File: config.mk
export PLATFORM = sky130hd
export DESIGN_NAME = mod_exp_engine
export DESIGN_NICKNAME = d
export VERILOG_FILES = /design/src/rtl/rsa_pkg.sv /design/src/rtl/mod_mul_interleaved.sv /design/src/rtl/mod_exp_engine.sv
export SDC_FILE = /design/constraint.sdc
export NUM_CORES = 2
export LEC_CHECK = 0
export ABC_AREA = 0
export BUFFER_PORTS_ARGS = -buffer_cell sky130_fd_sc_hd__buf_2
export CAP_MARGIN = 20
export CORE_MARGIN = 2
export CORE_UTILIZATION = 35
export CTS_CLUSTER_DIAMETER = 120
export CTS_CLUSTER_SIZE = 24
export DETAILED_ROUTE_END_ITERATION = 6
export PLACE_DENSITY = 0.48
export SYNTH_ARGS = -nofsm -noshare
export SYNTH_HDL_FRONTEND = slang
export SYNTH_HIERARCHICAL = 1
export SYNTH_SLANG_ARGS = --single-unit
File: constraint.sdc
create_clock -name clk -period 18 [get_ports clk]
set_input_delay 3.6 -clock clk [delete_from_list [all_inputs] [get_ports clk]]
set_output_delay 3.6 -clock clk [all_outputs]
set_load 0.01 [all_outputs]
File: src/rtl/rsa_pkg.sv
// Shared definitions for the modular-exponentiation engine: FSM encodings,
// default operand width and the cycle-latency formula.
package rsa_pkg;

  localparam int WIDTH_DEFAULT = 128;

  typedef enum logic [3:0] {
    ST_IDLE     = 4'd0,
    ST_CHECK    = 4'd1,
    ST_SQ       = 4'd2,
    ST_SQ_WAIT  = 4'd3,
    ST_MUL      = 4'd4,
    ST_MUL_WAIT = 4'd5,
    ST_NEXT     = 4'd6,
    ST_FIN      = 4'd7
  } state_t;

  // Cycles from the accepting edge to the edge at which done is seen high.
  function automatic int mod_exp_latency(input int width, input int nbits, input int pop);
    return 2 + (width + 2) * (nbits + pop);
  endfunction

endpackage

File: src/rtl/mod_mul_interleaved.sv
// Interleaved (shift-and-add) modular multiplier: p = a*b mod n, one bit of a
// per cycle, MSB first. Requires a, b < n. done pulses WIDTH+1 cycles after go.
module mod_mul_interleaved #(
  parameter int WIDTH = 128
) (
  input  logic             clk,
  input  logic             reset_n,
  input  logic             go,
  input  logic [WIDTH-1:0] a,
  input  logic [WIDTH-1:0] b,
  input  logic [WIDTH-1:0] n,
  output logic [WIDTH-1:0] p,
  output logic             done
);

  localparam int CNT_W = (WIDTH > 1) ? $clog2(WIDTH) : 1;

  logic [WIDTH-1:0] a_sh, b_r, n_r, r, addend, r_next;
  logic [WIDTH+1:0] sum;
  logic [CNT_W-1:0] cnt;
  logic             run;

  // 2R + B < 3n, so two conditional subtracts bring the step back below n.
  function automatic logic [WIDTH-1:0] reduce2(input logic [WIDTH+1:0] x,
                                               input logic [WIDTH-1:0] m);
    logic [WIDTH+1:0] t;
    t = (x >= {2'b00, m}) ? x - {2'b00, m} : x;
    t = (t >= {2'b00, m}) ? t - {2'b00, m} : t;
    return t[WIDTH-1:0];
  endfunction

  assign addend = a_sh[WIDTH-1] ? b_r : '0;
  assign sum    = {1'b0, r, 1'b0} + {2'b00, addend};
  assign r_next = reduce2(sum, n_r);
  assign p      = r;

  always_ff @(posedge clk or negedge reset_n) begin
    if (!reset_n) begin
      run  <= 1'b0;
      done <= 1'b0;
      cnt  <= '0;
      r    <= '0;
    end else begin
      done <= 1'b0;
      if (go) begin
        run <= 1'b1;
        cnt <= CNT_W'(WIDTH - 1);
        r   <= '0;
      end else if (run) begin
        r <= r_next;
        if (cnt == '0) begin
          run  <= 1'b0;
          done <= 1'b1;
        end else begin
          cnt <= cnt - CNT_W'(1);
        end
      end
    end
  end

  always_ff @(posedge clk) begin
    if (go) begin
      a_sh <= a;
      b_r  <= b;
      n_r  <= n;
    end else if (run) begin
      a_sh <= a_sh << 1;
    end
  end

endmodule

File: src/rtl/mod_exp_engine.sv
// Left-to-right square-and-multiply modular exponentiation over one shared
// interleaved multiplier. Option macro: MOD_EXP_SKIP_LEADING_ZEROS_EN.
module mod_exp_engine
  import rsa_pkg::*;
#(
  parameter int WIDTH     = WIDTH_DEFAULT,
  parameter int EXP_WIDTH = WIDTH
) (
  input  logic                 clk,
  input  logic                 reset_n,
  input  logic                 start,
  input  logic [WIDTH-1:0]     base,
  input  logic [EXP_WIDTH-1:0] exponent,
  input  logic [WIDTH-1:0]     modulus,
  output logic [WIDTH-1:0]     result,
  output logic                 busy,
  output logic                 done,
  output logic                 err
);

  localparam int               IDX_W = (EXP_WIDTH > 1) ? $clog2(EXP_WIDTH) : 1;
  localparam logic [WIDTH-1:0] ONE   = WIDTH'(1);

  state_t               state_q, state_d;
  logic [WIDTH-1:0]     base_q, mod_q, acc_q, mm_b, mm_p, fin_result;
  logic [EXP_WIDTH-1:0] exp_q, exp_aligned;
  logic [IDX_W-1:0]     idx_q, start_idx;
  logic                 accept, chk_err, skip_done, fin_entry, mm_go, mm_done;

  assign accept  = start && (state_q == ST_IDLE || state_q == ST_FIN);
  assign chk_err = (mod_q[WIDTH-1:1] == '0) || (base_q >= mod_q);

`ifdef MOD_EXP_SKIP_LEADING_ZEROS_EN
  logic [IDX_W-1:0] msb_idx;

  always_comb begin
    msb_idx = '0;
    for (int i = 0; i < EXP_WIDTH; i++) begin
      if (exp_q[i]) msb_idx = IDX_W'(i);
    end
  end

  // Align the leading one to the top so the scan always reads the MSB.
  assign start_idx   = msb_idx;
  assign exp_aligned = exp_q << (IDX_W'(EXP_WIDTH - 1) - msb_idx);
  assign skip_done   = (exp_q == '0);
`else
  assign start_idx   = IDX_W'(EXP_WIDTH - 1);
  assign exp_aligned = exp_q;
  assign skip_done   = 1'b0;
`endif

  // NEXT issues the following square itself so every operation costs WIDTH+2 cycles.
  always_comb begin
    state_d = state_q;
    mm_go   = 1'b0;
    mm_b    = acc_q;
    case (state_q)
      ST_IDLE:     if (accept) state_d = ST_CHECK;
      ST_CHECK:    state_d = (chk_err || skip_done) ? ST_FIN : ST_SQ;
      ST_SQ: begin
        mm_go   = 1'b1;
        state_d = ST_SQ_WAIT;
      end
      ST_SQ_WAIT: begin
        if (mm_done) begin
          if (exp_q[EXP_WIDTH-1]) state_d = ST_MUL;
          else if (idx_q == '0)   state_d = ST_FIN;
          else                    state_d = ST_NEXT;
        end
      end
      ST_MUL: begin
        mm_go   = 1'b1;
        mm_b    = base_q;
        state_d = ST_MUL_WAIT;
      end
      ST_MUL_WAIT: if (mm_done) state_d = (idx_q == '0) ? ST_FIN : ST_NEXT;
      ST_NEXT: begin
        mm_go   = 1'b1;
        state_d = ST_SQ_WAIT;
      end
      ST_FIN:      state_d = accept ? ST_CHECK : ST_IDLE;
      default:     state_d = ST_IDLE;
    endcase
  end

  assign fin_entry  = (state_d == ST_FIN);
  assign fin_result = (state_q == ST_CHECK) ? (chk_err ? '0 : ONE) : mm_p;

  always_ff @(posedge clk or negedge reset_n) begin
    if (!reset_n) begin
      state_q <= ST_IDLE;
      result  <= '0;
      busy    <= 1'b0;
      done    <= 1'b0;
      err     <= 1'b0;
    end else begin
      state_q <= state_d;
      done    <= fin_entry;
      if (accept)         busy <= 1'b1;
      else if (fin_entry) busy <= 1'b0;
      if (fin_entry) begin
        result <= fin_result;
        err    <= (state_q == ST_CHECK) && chk_err;
      end
    end
  end

  always_ff @(posedge clk) begin
    if (accept) begin
      base_q <= base;
      exp_q  <= exponent;
      mod_q  <= modulus;
    end
    case (state_q)
      ST_CHECK: begin
        acc_q <= ONE;
        idx_q <= start_idx;
        exp_q <= exp_aligned;
      end
      ST_SQ_WAIT, ST_MUL_WAIT: if (mm_done) acc_q <= mm_p;
      ST_NEXT: begin
        idx_q <= idx_q - IDX_W'(1);
        exp_q <= exp_q << 1;
      end
      default: ;
    endcase
  end

  mod_mul_interleaved #(.WIDTH(WIDTH)) u_mm (
    .clk     (clk),
    .reset_n (reset_n),
    .go      (mm_go),
    .a       (acc_q),
    .b       (mm_b),
    .n       (mod_q),
    .p       (mm_p),
    .done    (mm_done)
  );

endmodule

==> results.md <==
* Status: finished with violations
* Violated checks: DRC
* Post-detailed-placement half-perimeter wirelength at 226 mm
* Met1 GRT Util at 36.0%
* Setup clock skew after layout at around 0.068 ns
* Number of buffers inserted during clock tree synthesis at 66
* Total of hold buffers inserted after clock tree synthesis at 0
* Layout filler cell count at 21988
* Nets@finish at approximately 9000
* Area of the placeable core at 217000 um2
* Clock tree from TritonCTS: built
* Maximum clock rate at around 66 MHz
* Multi-input gate area in the final layout at 38900 um2
* Class of the tightest hold or removal check: reg2reg
* Share of post-route cells with drive strength above 1 at 12.8%
* Max cap viols at 0
* DRC errors left at 1
* Number of routed nets with antenna violations at 0
* Iteration count of the initial detailed-routing pass at 7
* Total length of routed wires at 286 mm
* Height of the chip at around 470 um
* Worst Path Max Fanout at 66
* Per-cell routed wire length at 25.8 um
* Number of buffers added for setup after CTS at 0
* GRT Residual Overflow at 0
* Post-Place Setup Slack at 3.29 ns
* Endpoints failing hold at 0
* Layer with the highest usage: met2
* Crit Path Class: reg2reg
* Worst slew margin relative to its limit at 13.5%
* Instance count of the mapped netlist at 7931
* Count of cells resized by post-cts repair at 0
* Overall track demand over capacity in global routing at between 20% and 30%
* Antenna violations before repair at 40
* Post-synthesis cell type count at between 100 and 150
* Wire length of the first global-routing pass at 418 mm
* Source-to-sink clock delay at the later pin of the worst-skew pair at ~0.75 ns
* Largest net degree at the start of global routing at 142
* Met3 usage in global routing at 3.73%
* Iteration-0 DRC count of the detailed router at 5547
* Type of element launching the critical path: flop
* Setup violation total in the final timing report at 0
* Share of synthesized flip-flops with an asynchronous set or reset at 23.1%
* Width of the chip at between 400 and 500 um
* Total standard cell area after synthesis at 76000 um2
* Data arrival time of the critical path at 15.75 ns
* Yosys warning count at 6
* Number of flops mapped to enable cells by yosys at 903
* Post-synth net total at a little under 9000
* Post-synthesis register bit count at 1175
* Slack of the critical path at roughly 2.9 ns
* IO buf count at between 500 and 600
* Stage delay of the slowest cell on the critical path at 0.90 ns
* Max H-tree Level at 3
* Required time reported for the critical path endpoint at 18.65 ns
* Effective utilization at floorplan at 35.1%
* Number of max-slew violations in the final report at 0
* Number of buffers between clock root and the deepest sink at 3
* Area enclosed by the die boundary at 221000 um2
* Top-Level Pins at slightly above 500
* Fraction of the cycle the final worst path needs at between 80 and 90%
* Clk sink count at 1175
* Number of global-route vias before repair at 60672
* Sequential element share of the synthesized area at 44.7%
* Worst-path clk slew at ~0.10 ns
* Most frequent CP cell: sky130_fd_sc_hd__o21ai_0
* Top flip-flop cell by instance count after synthesis: sky130_fd_sc_hd__edfxtp_1
* Total Neg Setup Slack at 0 ns
* Floorplan row count at 171
* Number of vias in the routed layout at 62368
* Register cell area after layout at between 30000 and 40000 um2
* Setup repair after global routing missed its margin: false
* Transition time at the pin with the least slew margin at 1.29 ns
* Tmin final at 15.10 ns
* Area Growth Syn to Fin at 9.53%
* Worst path slowest cell: sky130_fd_sc_hd__nor4b_2
* RD Place Congestion at 0.983
* GR Layer Usage met2 at 39.6%
* Average cell area after synthesis at 9.58 um2
* Crit. End Element: flop
* Buffer type at the clock tree root: sky130_fd_sc_hd__clkbuf_16
* Via density per instance at between 5 and 6
final timing paths:
| path | from | end | slack (ns) | depth (start not counted) |
|---|---|---|---|---|
| setup / recovery | u_mm/a_sh[127] | u_mm/p[113] | 2.90 | 42 |
| hold / removal | mod_q[31] | u_mm/n_r[31] | 0.49 | 0 |
| setup reg to reg | u_mm/a_sh[127] | u_mm/p[113] | 2.90 | 42 |
| hold reg to reg | mod_q[31] | u_mm/n_r[31] | 0.49 | 0 |
| max in group asynchronous | reset_n | result[39] | 13.22 | 4 |
| min in group asynchronous | reset_n | u_mm/p[106] | 2.86 | 1 |
layout by cell type, fill, tap and decap left out, drive strengths merged, types with 65 or more instances in the layout:
cell type and n:
nand2 964, edfxtp 903, a21oi 735, buf 589, nor2 586, ha 514
o21ai 469, inv 390, nand4 338, mux2 288, and2 281, dfrtp 272
xnor2 220, a21o 218, xor2 155, a211oi 154, nor3 126, clkbuf 102
o21bai 84, nand3 84, nor4 72, nor2b 65
cell families after synthesis:
kind of cell	count (synthesis)	share of synthesized area, %
compound gates	2013	16.4
xor+xnor	375	4.32
fa+ha+maj	517	8.55
buf+inv	826	4.35
flops	1175	44.7
mux	326	4.78
other cells	1	0.00494
simple gates	2698	17.0
stage by stage:
step | hold WS, ns | cell area [um2] | instances | utilization (%)
after detailed placement | 0.469 | 81000 | 10925 | 37.4
after global placement | 0.476 | 80900 | 10923 | 37.4
after CTS | 0.493 | 83100 | 11046 | 38.4
final | 0.495 | 83200 | 11064 | 38.4
after floorplan | 0.431 | 76000 | 7931 | -
after global routing | 0.518 | 83200 | 11054 | 38.4
metal layers:
metal | part of all wire [%] | routed length (um) | vias up
met5 | 0.11 | 317 | -
met2 | 45 | 128000 | 1913
met4 | 2.2 | 6390 | 50
met3 | 5.9 | 16900 | 272
li1 | - | - | 29249
met1 | 47 | 134000 | 30884
synth_stat cells, types with 154 or more instances:
| cell | count | area, um2 |
|---|---|---|
| sky130_fd_sc_hd__and2_1 | 280 | 1750 |
| sky130_fd_sc_hd__nand2_1 | 964 | 3620 |
| sky130_fd_sc_hd__a21oi_1 | 733 | 3670 |
| sky130_fd_sc_hd__mux2_2 | 287 | 3230 |
| sky130_fd_sc_hd__a21o_1 | 218 | 1640 |
| sky130_fd_sc_hd__xnor2_1 | 220 | 1930 |
| sky130_fd_sc_hd__edfxtp_1 | 903 | 27100 |
| sky130_fd_sc_hd__ha_1 | 514 | 6430 |
| sky130_fd_sc_hd__inv_1 | 376 | 1410 |
| sky130_fd_sc_hd__clkbuf_1 | 361 | 1360 |
| sky130_fd_sc_hd__xor2_1 | 155 | 1360 |
| sky130_fd_sc_hd__nor2_1 | 585 | 2200 |
| sky130_fd_sc_hd__o21ai_0 | 454 | 2270 |
| sky130_fd_sc_hd__dfrtp_1 | 272 | 6810 |
| sky130_fd_sc_hd__a211oi_1 | 154 | 1160 |
| sky130_fd_sc_hd__nand4_1 | 337 | 2110 |
worst max-delay path, delay by kind of cell (launching register included):
kind	cells	cell delay (ns)
buf+inv	3	1.63
fa+ha+maj	3	1.22
flops	1	0.37
mux	1	0.20
simple gates	9	3.04
xor+xnor	1	0.22
compound gates	25	8.13
layout make-up:
class / count / share of cell area (%)
well taps: 2854 / 4.29
repair buffers: 590 / 3.86
multi-input cells: 5930 / 46.7
clock buffers: 102 / 2.20
clock inverters: 19 / 0.371
inverters: 378 / 1.72
flip-flops and latches: 1175 / 40.8
diodes: 16 / 0.0481
Power is not shown: default switching activity piles up to over one toggle a cycle in this logic, so the estimate is an artifact.
